File: src/rtl/fp_pkg.sv
// Shared single-precision field layout and packing helper for the FP datapath.
// The packed word carries the sign in bit 0, exponent above it, fraction on top.
package fp_pkg;
   localparam int SIGN_BIT = 0;
   localparam int EXP_LSB  = 1;
   localparam int EXP_MSB  = 8;
   localparam int FRAC_LSB = 9;
   localparam int FRAC_W   = 23;
   localparam int EXP_MAX  = 255;
   localparam int BIAS     = 127;

   function automatic logic [31:0] pack(input logic [FRAC_W-1:0] frac,
                                        input logic [7:0]        exp,
                                        input logic              sign);
      logic [31:0] w;
      w                    = '0;
      w[31:FRAC_LSB]       = frac;
      w[EXP_MSB:EXP_LSB]   = exp;
      w[SIGN_BIT]          = sign;
      return w;
   endfunction
endpackage

File: src/rtl/fp_round_rne.sv
// Round-to-nearest-even on a normalised fraction with guard/sticky, folding the
// carry-out back into the exponent (the fraction wraps to zero on carry).
module fp_round_rne #(
   parameter int EW = 11,
   parameter int FW = 23
) (
   input  logic [FW-1:0]        frac,
   input  logic                 g,
   input  logic                 s,
   input  logic signed [EW-1:0] e_in,
   output logic [FW-1:0]        f,
   output logic signed [EW-1:0] e_out
);
   logic        inc;
   logic [FW:0] sum;

   always_comb begin
      inc   = g & (s | frac[0]);
      sum   = {1'b0, frac} + {{FW{1'b0}}, inc};
      f     = sum[FW-1:0];
      e_out = e_in + {{(EW-1){1'b0}}, sum[FW]};
   end
endmodule

File: src/rtl/fpmul_norm_round.sv
// Two-stage normalise / round-and-pack stage behind the FP multiplier core,
// with a single pipe-wide enable driven by downstream back-pressure.
module fpmul_norm_round #(
   parameter int EXP_W = 10,
   parameter int BIAS  = 127
) (
   input  logic             clk,
   input  logic             rst,
   input  logic             in_valid,
   output logic             in_ready,
   input  logic             in_sign,
   input  logic [EXP_W-1:0] in_exp,
   input  logic [47:0]      in_man,
   input  logic             in_zero,
   output logic             out_valid,
   input  logic             out_ready,
   output logic [31:0]      out,
   output logic             ovf,
   output logic             unf
);
   import fp_pkg::*;

   localparam int EW = EXP_W + 1;
   localparam logic signed [EW-1:0] E_OVF  = EW'(2 * BIAS + 1);
   localparam logic signed [EW-1:0] E_ZERO = '0;

   logic                 en;
   logic                 v1_q, v1_d;
   logic                 sign1_q, sign1_d;
   logic                 zero1_q, zero1_d;
   logic [FRAC_W-1:0]    frac1_q, frac1_d;
   logic                 g1_q, g1_d;
   logic                 s1_q, s1_d;
   logic signed [EW-1:0] e1_q, e1_d;
   logic                 out_valid_q, out_valid_d;
   logic [31:0]          out_q, out_d;
   logic                 ovf_q, ovf_d;
   logic                 unf_q, unf_d;
   logic [FRAC_W-1:0]    f_rnd;
   logic signed [EW-1:0] e_rnd;

   assign en = !out_valid_q | out_ready;

   // Stage 1: a product >= 2.0 shifts one place right and bumps the exponent.
   always_comb begin
      v1_d    = v1_q;
      sign1_d = sign1_q;
      zero1_d = zero1_q;
      frac1_d = frac1_q;
      g1_d    = g1_q;
      s1_d    = s1_q;
      e1_d    = e1_q;
      if (en) begin
         v1_d    = in_valid;
         sign1_d = in_sign;
         zero1_d = in_zero | (in_man[47:46] == 2'b00);
         if (in_man[47]) begin
            frac1_d = in_man[46:24];
            g1_d    = in_man[23];
            s1_d    = |in_man[22:0];
         end else begin
            frac1_d = in_man[45:23];
            g1_d    = in_man[22];
            s1_d    = |in_man[21:0];
         end
         e1_d = {in_exp[EXP_W-1], in_exp} + EW'(in_man[47]);
      end
   end

   fp_round_rne #(.EW(EW), .FW(FRAC_W)) u_round (
      .frac  (frac1_q),
      .g     (g1_q),
      .s     (s1_q),
      .e_in  (e1_q),
      .f     (f_rnd),
      .e_out (e_rnd)
   );

   // Stage 2: zero wins over saturation; exponent thresholds are signed.
   always_comb begin
      out_valid_d = out_valid_q;
      out_d       = out_q;
      ovf_d       = ovf_q;
      unf_d       = unf_q;
      if (en) begin
         out_valid_d = v1_q;
         if (v1_q) begin
            ovf_d = 1'b0;
            unf_d = 1'b0;
            if (zero1_q) begin
               out_d = pack('0, '0, sign1_q);
            end else if (e_rnd >= E_OVF) begin
               out_d = pack('0, 8'(EXP_MAX), sign1_q);
               ovf_d = 1'b1;
            end else if (e_rnd <= E_ZERO) begin
               out_d = pack('0, '0, sign1_q);
               unf_d = 1'b1;
            end else begin
               out_d = pack(f_rnd, e_rnd[7:0], sign1_q);
            end
         end
      end
   end

   always_ff @(posedge clk) begin
      if (rst) begin
         v1_q        <= 1'b0;
         sign1_q     <= 1'b0;
         zero1_q     <= 1'b0;
         frac1_q     <= '0;
         g1_q        <= 1'b0;
         s1_q        <= 1'b0;
         e1_q        <= '0;
         out_valid_q <= 1'b0;
         out_q       <= '0;
         ovf_q       <= 1'b0;
         unf_q       <= 1'b0;
      end else begin
         v1_q        <= v1_d;
         sign1_q     <= sign1_d;
         zero1_q     <= zero1_d;
         frac1_q     <= frac1_d;
         g1_q        <= g1_d;
         s1_q        <= s1_d;
         e1_q        <= e1_d;
         out_valid_q <= out_valid_d;
         out_q       <= out_d;
         ovf_q       <= ovf_d;
         unf_q       <= unf_d;
      end
   end

   assign in_ready  = en;
   assign out_valid = out_valid_q;
   assign out       = out_q;
   assign ovf       = ovf_q;
   assign unf       = unf_q;
endmodule

File: config.mk
export PLATFORM = sky130hd
export DESIGN_NAME = fpmul_norm_round
export DESIGN_NICKNAME = d
export VERILOG_FILES = /design/src/rtl/fp_pkg.sv /design/src/rtl/fp_round_rne.sv /design/src/rtl/fpmul_norm_round.sv
export SDC_FILE = /design/constraint.sdc
export NUM_CORES = 1
export LEC_CHECK = 0
export ABC_AREA = 1
export BUFFER_PORTS_ARGS = -buffer_cell sky130_fd_sc_hd__buf_4
export CORE_UTILIZATION = 59
export DETAILED_ROUTE_END_ITERATION = 12
export PLACE_DENSITY = 0.94
export REMOVE_ABC_BUFFERS = 1
export SYNTH_ARGS = -nofsm -noshare
export SYNTH_HDL_FRONTEND = slang
export SYNTH_SLANG_ARGS = --single-unit
File: constraint.sdc
create_clock -name clk -period 8.9 [get_ports clk]
set_input_delay 0.445 -clock clk [delete_from_list [all_inputs] [get_ports clk]]
set_output_delay 0.445 -clock clk [all_outputs]
set_load 0.01 [all_outputs]
==> reports/qor.yml, run 1 <==
outcome: "completed"
synth_area_leaders: "dfxtp_1, nand2_1, nand3_2"
viasPerCell: 5.567
rsz0062_at_grt: "false"
whs_ns: 0.2723
root_buffer: "clkbuf_8"
ys_ff_latch: 74
cp_slowest_stage_delay_ns: 0.62
finalHoldViolations: 0
synth.most_common_cell: "nand2_1"
syn_inst: 619
maxSlewHeadroom_pct: 28.42
tightest_slew_ns: 1.072
hpwl_microns: 8010
fillers: 570
grt_pass1_wl_microns: 17730
multi_input_area_sq_mm: 0.002507
slowest_stage: "xor2_1"
initial_utilization_pct: 60.67
place_area_sq_mm: 0.005100
routed_wl_microns: 11120
yosysUniqueCellTypes: 40
firstDrtPassIters: 5
min_period_ns: 3.846
post-route-period-util_pct: 43.21
p_per_area_mw_per_mm2: 145.0
rr_startpoint: "frac1_q[5]$_SDFFE_PP0N_"
syn_area_per_cell_sq_um: 7.071
vdd.ir_drop.worst_v: 0.00008302
final_max_slew_viol_count: 0
grt_overflow: 0
place.port_buffers: 99
synth_largest_area_cell: "dfxtp_1"
path_depth: 14
track_usage_pct: 29.29
antenna_cells_inserted: 0
crit_chain: "nand2_1 > nor3_1 > nand3_1 > nor3_1 > nand2_1 > nor4_1 > ha_1 > ha_1 > nand3_1 > xor2_1 > inv_1 > nor2_8 > nand3_2 > a21oi_2"
fp.dieW_microns: 88.13
crit_fanout: 23
synth_flop_cell: "dfxtp_1"
cts_buffer_depth: 2
critPathRequiredTime_ns: 9.19
htree_num_levels: 3
synth_edf_count: 0
nets: 772
crit_path_start_kind: "register"
grt_pass1_vias: 3934
wire_per_inst_microns: 13.80
fin_ws_ns: 5.054
path_class: "register to register"
grt_max_degree: 53
syn-cell-area_sq_mm: 0.004377
ant_nets: 0
r2r_end: "out[16]$_SDFFE_PP0P_"
cts_made_buffers: 9
cp_num_buf_inv: 1
seq_area_sq_mm: 0.001481
post-place-ws_ns: 5.207
hold_class: "primary input to register"
ys_seq_area_share_pct: 33.85
setup_viol: 0
fp-row-count: 31
ys_async_sr_fraction_pct: 0
area_growth_pct: 20.98
fin_skew_ns: 0.008293
dp_cells: 790
critPathTopFamily: "simple AND/OR/NAND/NOR gates"
antenna_found_initial: 0
core_region_area_sq_mm: 0.007214
pin_count: 100
rrSetupSlack_ns: 5.05
synth_common_cells: "nand2_1, dfxtp_1, inv_1"
cts_resized: 0
crit_arrival_ns: 4.14
yosysWarnings: 0
clkTransAtPathRegs_ns: 0.08
drive_above_1_share_pct: 25.60
drt_iter0_drc: 375
leakage_uw: 0.002330
max_freq_mhz: 260.0
rr_worst_depth: 14
cts_setup_buffers: 0
clkLatencyLatePin_ns: 0.36
place.gp.congestion: 0.8982
cp-startpoint: "frac1_q[5]$_SDFFE_PP0N_"
worstHoldStart: "in_exp[9]"
finalSetupTns_ns: 0
layout.cells.non_filler: 806
cts_tree: "yes"
die_height_microns: 88.13
cts_hold_buf: 0
final_area_sq_mm: 0.005295
clock_sinks: 74
endpoint_kind: "register"
vias: 4487
worstSetupEndpoint: "out[16]$_SDFFE_PP0P_"
maxCapViolCount: 0
die_area_sq_mm: 0.007767
drc: 0
synth.top_cell.area_share_pct: 33.85
[worst register-to-register path, delay by kind of cell, from the launching register on]
kind / cells / cell delay (ns)
AOI/OAI and AO/OA: 1 / 0.16
xor gates and xnor gates: 1 / 0.62
adders and majority gates: 2 / 0.54
buffers and inverters: 1 / 0.26
DFF: 1 / 0.41
and+or+nand+nor: 9 / 1.79
[through the flow]
stage	power, uW	utilization [%]
finish	767.7	73.40
global route	796.1	73.40
CTS	764.7	73.40
detailed placement	506.9	70.69
global placement	502.5	70.69
floorplan	448.6	-
[final cells by class]
class,instances,share of cell area (%)
clock buffers,11,2.670
clock inverters,5,1.016
inverters,63,4.466
multi-input cells,454,47.35
flip-flops and latches,74,27.98
well taps,99,2.339
repair buffers,100,14.18
[power by group]
group,switching (uW),total (uW),internal (uW)
clock,128,265,136
combinational,77.4,132,54.8
sequential,20.8,371,350
total,227,768,541
[sequential cells by signal, summed over array words and instances, names as in the netlist]
| name | cells |
|---|---|
| out | 32 |
| frac1_q | 23 |
| e1_q | 11 |
| g1_q | 1 |
| out_valid | 1 |
| ovf | 1 |
| s1_q | 1 |
| sign1_q | 1 |
| unf | 1 |
| v1_q | 1 |
| zero1_q | 1 |
[cells by family after synthesis]
logic type | count (synthesis) | synth area share (%)
adders and majority gates | 6 | 1.715
DFF | 74 | 33.85
and+or+nand+nor | 315 | 35.28
xor gates and xnor gates | 21 | 4.202
AOI/OAI and AO/OA | 112 | 16.10
buffers and inverters | 91 | 8.862
[layer usage]
| layer | global-route usage, % | share of wire [%] | up-vias |
|---|---|---|---|
| li1 | - | - | 2225 |
| met1 | 39.76 | 46 | 2057 |
| met2 | 47.15 | 46 | 183 |
| met3 | 3.770 | 5.5 | 22 |
| met4 | 12.02 | 2.2 | 0 |
| met5 | 0 | 0 | - |
[worst min path at each step]
stage	end	slack, ns	depth (start not counted)
after floorplan	out_valid$_SDFFE_PP0N_	0.43	2
after global placement	v1_q$_SDFFE_PP0N_	0.45	2
after detailed placement	v1_q$_SDFFE_PP0N_	0.46	2
after CTS	e1_q[9]$_SDFFE_PP0N_	0.27	2
after global routing	e1_q[9]$_SDFFE_PP0N_	0.29	2
final	e1_q[9]$_SDFFE_PP0N_	0.27	2
[placed cells by master, fill, tap and decap left out, drive strengths merged]
cell     count
nand2      168
buf        100
dfxtp       74
inv         62
nand3       59
nor2        52
o21ai       39
a21oi       32
a31oi       29
xor2        17
nand4       13
nor3        11
clkbuf      11
nor4         8
ha           6
clkinv       5
o211ai       4
xnor2        4
o21a         2
o21bai       2
a211oi       1
or3          1
nand3b       1
a21o         1
or2          1
and3         1
a2111oi      1
a41oi        1
bufinv       1
Power figures use the tool's default switching activity.
==> inputs of run 2 (changes only) <==
--- a/config.mk
+++ b/config.mk
@@ -7,9 +7,9 @@
 export LEC_CHECK = 0
 export ABC_AREA = 1
 export BUFFER_PORTS_ARGS = -buffer_cell sky130_fd_sc_hd__buf_4
-export CORE_UTILIZATION = 59
+export CORE_UTILIZATION = 55
 export DETAILED_ROUTE_END_ITERATION = 12
-export PLACE_DENSITY = 0.94
+export PLACE_DENSITY = 0.89
 export REMOVE_ABC_BUFFERS = 1
 export SYNTH_ARGS = -nofsm -noshare
 export SYNTH_HDL_FRONTEND = slang
==> constraint.sdc (replaced) <==
create_clock -name clk -period 3.72 [get_ports clk]
set_input_delay 0.186 -clock clk [delete_from_list [all_inputs] [get_ports clk]]
set_output_delay 0.186 -clock clk [all_outputs]
set_load 0.01 [all_outputs]
==> reports/qor.yml, run 2 (same netlist as run 1, synthesis figures left out) <==
grt_pass1_vias: 3964
place.port_buffers: 99
clock_sinks: 74
power_frac_clock_pct: 34.0
max_freq_mhz: 283.0
maxSlewHeadroom_pct: 22.62
setup_viol: 0
p_per_area_mw_per_mm2: 343.5
post-route-period-util_pct: 94.97
netSwitchingPower_uw: 538.2
cts_resized: 0
slowest_stage: "dfxtp_1"
clkLatencyLatePin_ns: 0.35
cell_internal_pwr_uw: 1299
leakage_uw: 0.002350
clkTransAtPathRegs_ns: 0.08
fp-row-count: 32
crit_chain: "inv_1 > nor3_1 > nand3_1 > nor3_1 > nand2_1 > nor4_1 > ha_1 > ha_1 > nand2_1 > nor2_2 > nand4_1 > nand4_1 > nor2_4 > nor2_4 > nand3_2 > a21oi_2"
ant_nets: 0
fp.dieW_microns: 91.21
cts_made_buffers: 9
vdd.ir_drop.worst_v: 0.0001886
grt_pass1_wl_microns: 17820
p_seq_share_pct: 48.3
hold_class: "primary input to register"
antenna_cells_inserted: 0
path_class: "register to register"
die_height_microns: 91.21
hpwl_microns: 8078
grt.busiest_layer: "met2"
core_region_area_sq_mm: 0.007727
cts_setup_buffers: 0
drt_iter0_drc: 308
layout_common_cells: "nand2_1, buf_4, dfxtp_1"
r2r_end: "out[21]$_SDFFE_PP0P_"
met1_usage_pct: 35.46
grt_max_degree: 53
rr_startpoint: "frac1_q[3]$_SDFFE_PP0N_"
fin_skew_ns: 0.01349
crit_path_start_kind: "register"
crit_fanout: 11
track_usage_pct: 26.67
finalHoldViolations: 0
cp_slowest_stage_delay_ns: 0.40
worstHoldPathCells: 2
cts_hold_buf: 0
layout.cells.non_filler: 813
worstHoldStart: "in_exp[9]"
drive_above_1_share_pct: 26.02
rrSetupSlack_ns: 0.19
pin_count: 100
finalSetupTns_ns: 0
cts_tree: "yes"
p_sw_share_pct: 29.29
pwr-share-comb_pct: 17.7
antenna_found_initial: 0
place.gp.congestion: 0.9257
tightest_slew_ns: 1.159
maxCapViolCount: 0
viasPerCell: 5.512
final_max_slew_viol_count: 0
firstDrtPassIters: 5
die_area_sq_mm: 0.008318
final_common_cell: "nand2_1"
nets: 776
grt_overflow: 0
drc: 0
initial_utilization_pct: 56.64
largest_reg_flops: 32
final_core_util_pct: 69.22
rr_worst_depth: 16
gr-usage-met3_pct: 3.518
outcome: "completed"
vias: 4481
critPathRequiredTime_ns: 4.00
cts_buffer_depth: 2
grt.met2_usage_pct: 43.69
endpoint_kind: "register"
hold_path_end: "e1_q[9]$_SDFFE_PP0N_"
wire_per_inst_microns: 13.89
htree_num_levels: 3
dp_cells: 794
crit_arrival_ns: 3.81
area_growth_pct: 22.21
root_buffer: "clkbuf_8"
min_period_ns: 3.533
routed_wl_microns: 11290
-- run 2: final cells by class --
type	count	area, sq um
Clock buffer	11	141.4
Clock inverter	5	53.80
Fill cell	644	2379
Inverter	63	236.5
Multi-Input combinational cell	456	2530
Sequential cell	74	1481
Tap cell	102	127.6
Timing Repair Buffer	102	778.2
-- run 2: critical path, delay by kind of cell (launching register included) --
family | cells | cell delay (ns)
AND/OR/NAND/NOR | 12 | 2.29
adder cells (fa/ha/maj) | 2 | 0.55
flip-flops | 1 | 0.40
AO/OA/AOI/OAI | 1 | 0.14
buffers and inverters | 1 | 0.08
-- run 2: metal layers --
metal / vias up / part of all wire, %
li1: 2241 / -
met1: 2045 / 44
met2: 170 / 48
met3: 25 / 6.1
met4: 0 / 2.0
met5: - / 0
-- run 2: worst max-delay path by stage --
| stage | from | endpoint | slack (ns) | depth (start not counted) |
|---|---|---|---|---|
| after floorplan | frac1_q[4]$_SDFFE_PP0N_ | out[20]$_SDFFE_PP0P_ | 0.58 | 14 |
| after global placement | frac1_q[0]$_SDFFE_PP0N_ | out[29]$_SDFFE_PP0P_ | 0.41 | 18 |
| after detailed placement | frac1_q[4]$_SDFFE_PP0N_ | out[31]$_SDFFE_PP0P_ | 0.22 | 18 |
| after CTS | frac1_q[3]$_SDFFE_PP0N_ | out[31]$_SDFFE_PP0P_ | 0.19 | 18 |
| after global routing | frac1_q[6]$_SDFFE_PP0N_ | out[21]$_SDFFE_PP0P_ | -0.006 | 16 |
| final | frac1_q[3]$_SDFFE_PP0N_ | out[21]$_SDFFE_PP0P_ | 0.19 | 16 |
-- run 2: through the flow --
step / total power [uW] / instance area [sq um] / setup slack [ns] / hold WS, ns
after floorplan: 1073 / 4225 / 0.5826 / 0.2484
after global placement: 1205 / 5111 / 0.4150 / 0.3837
after detailed placement: 1215 / 5111 / 0.2172 / 0.3842
after CTS: 1831 / 5306 / 0.1854 / 0.01904
after global routing: 1918 / 5349 / -0.005698 / 0.03351
final: 1837 / 5349 / 0.1870 / 0.02683
-- run 2: power groups by stage --
stage / combinational [uW] / clock (uW) / sequential, uW
global route: 360 / 666 / 893
CTS: 316 / 631 / 885
detailed placement: 312 / 0 / 903
global placement: 305 / 0 / 900
floorplan: 178 / 0 / 895
finish: 325 / 625 / 887
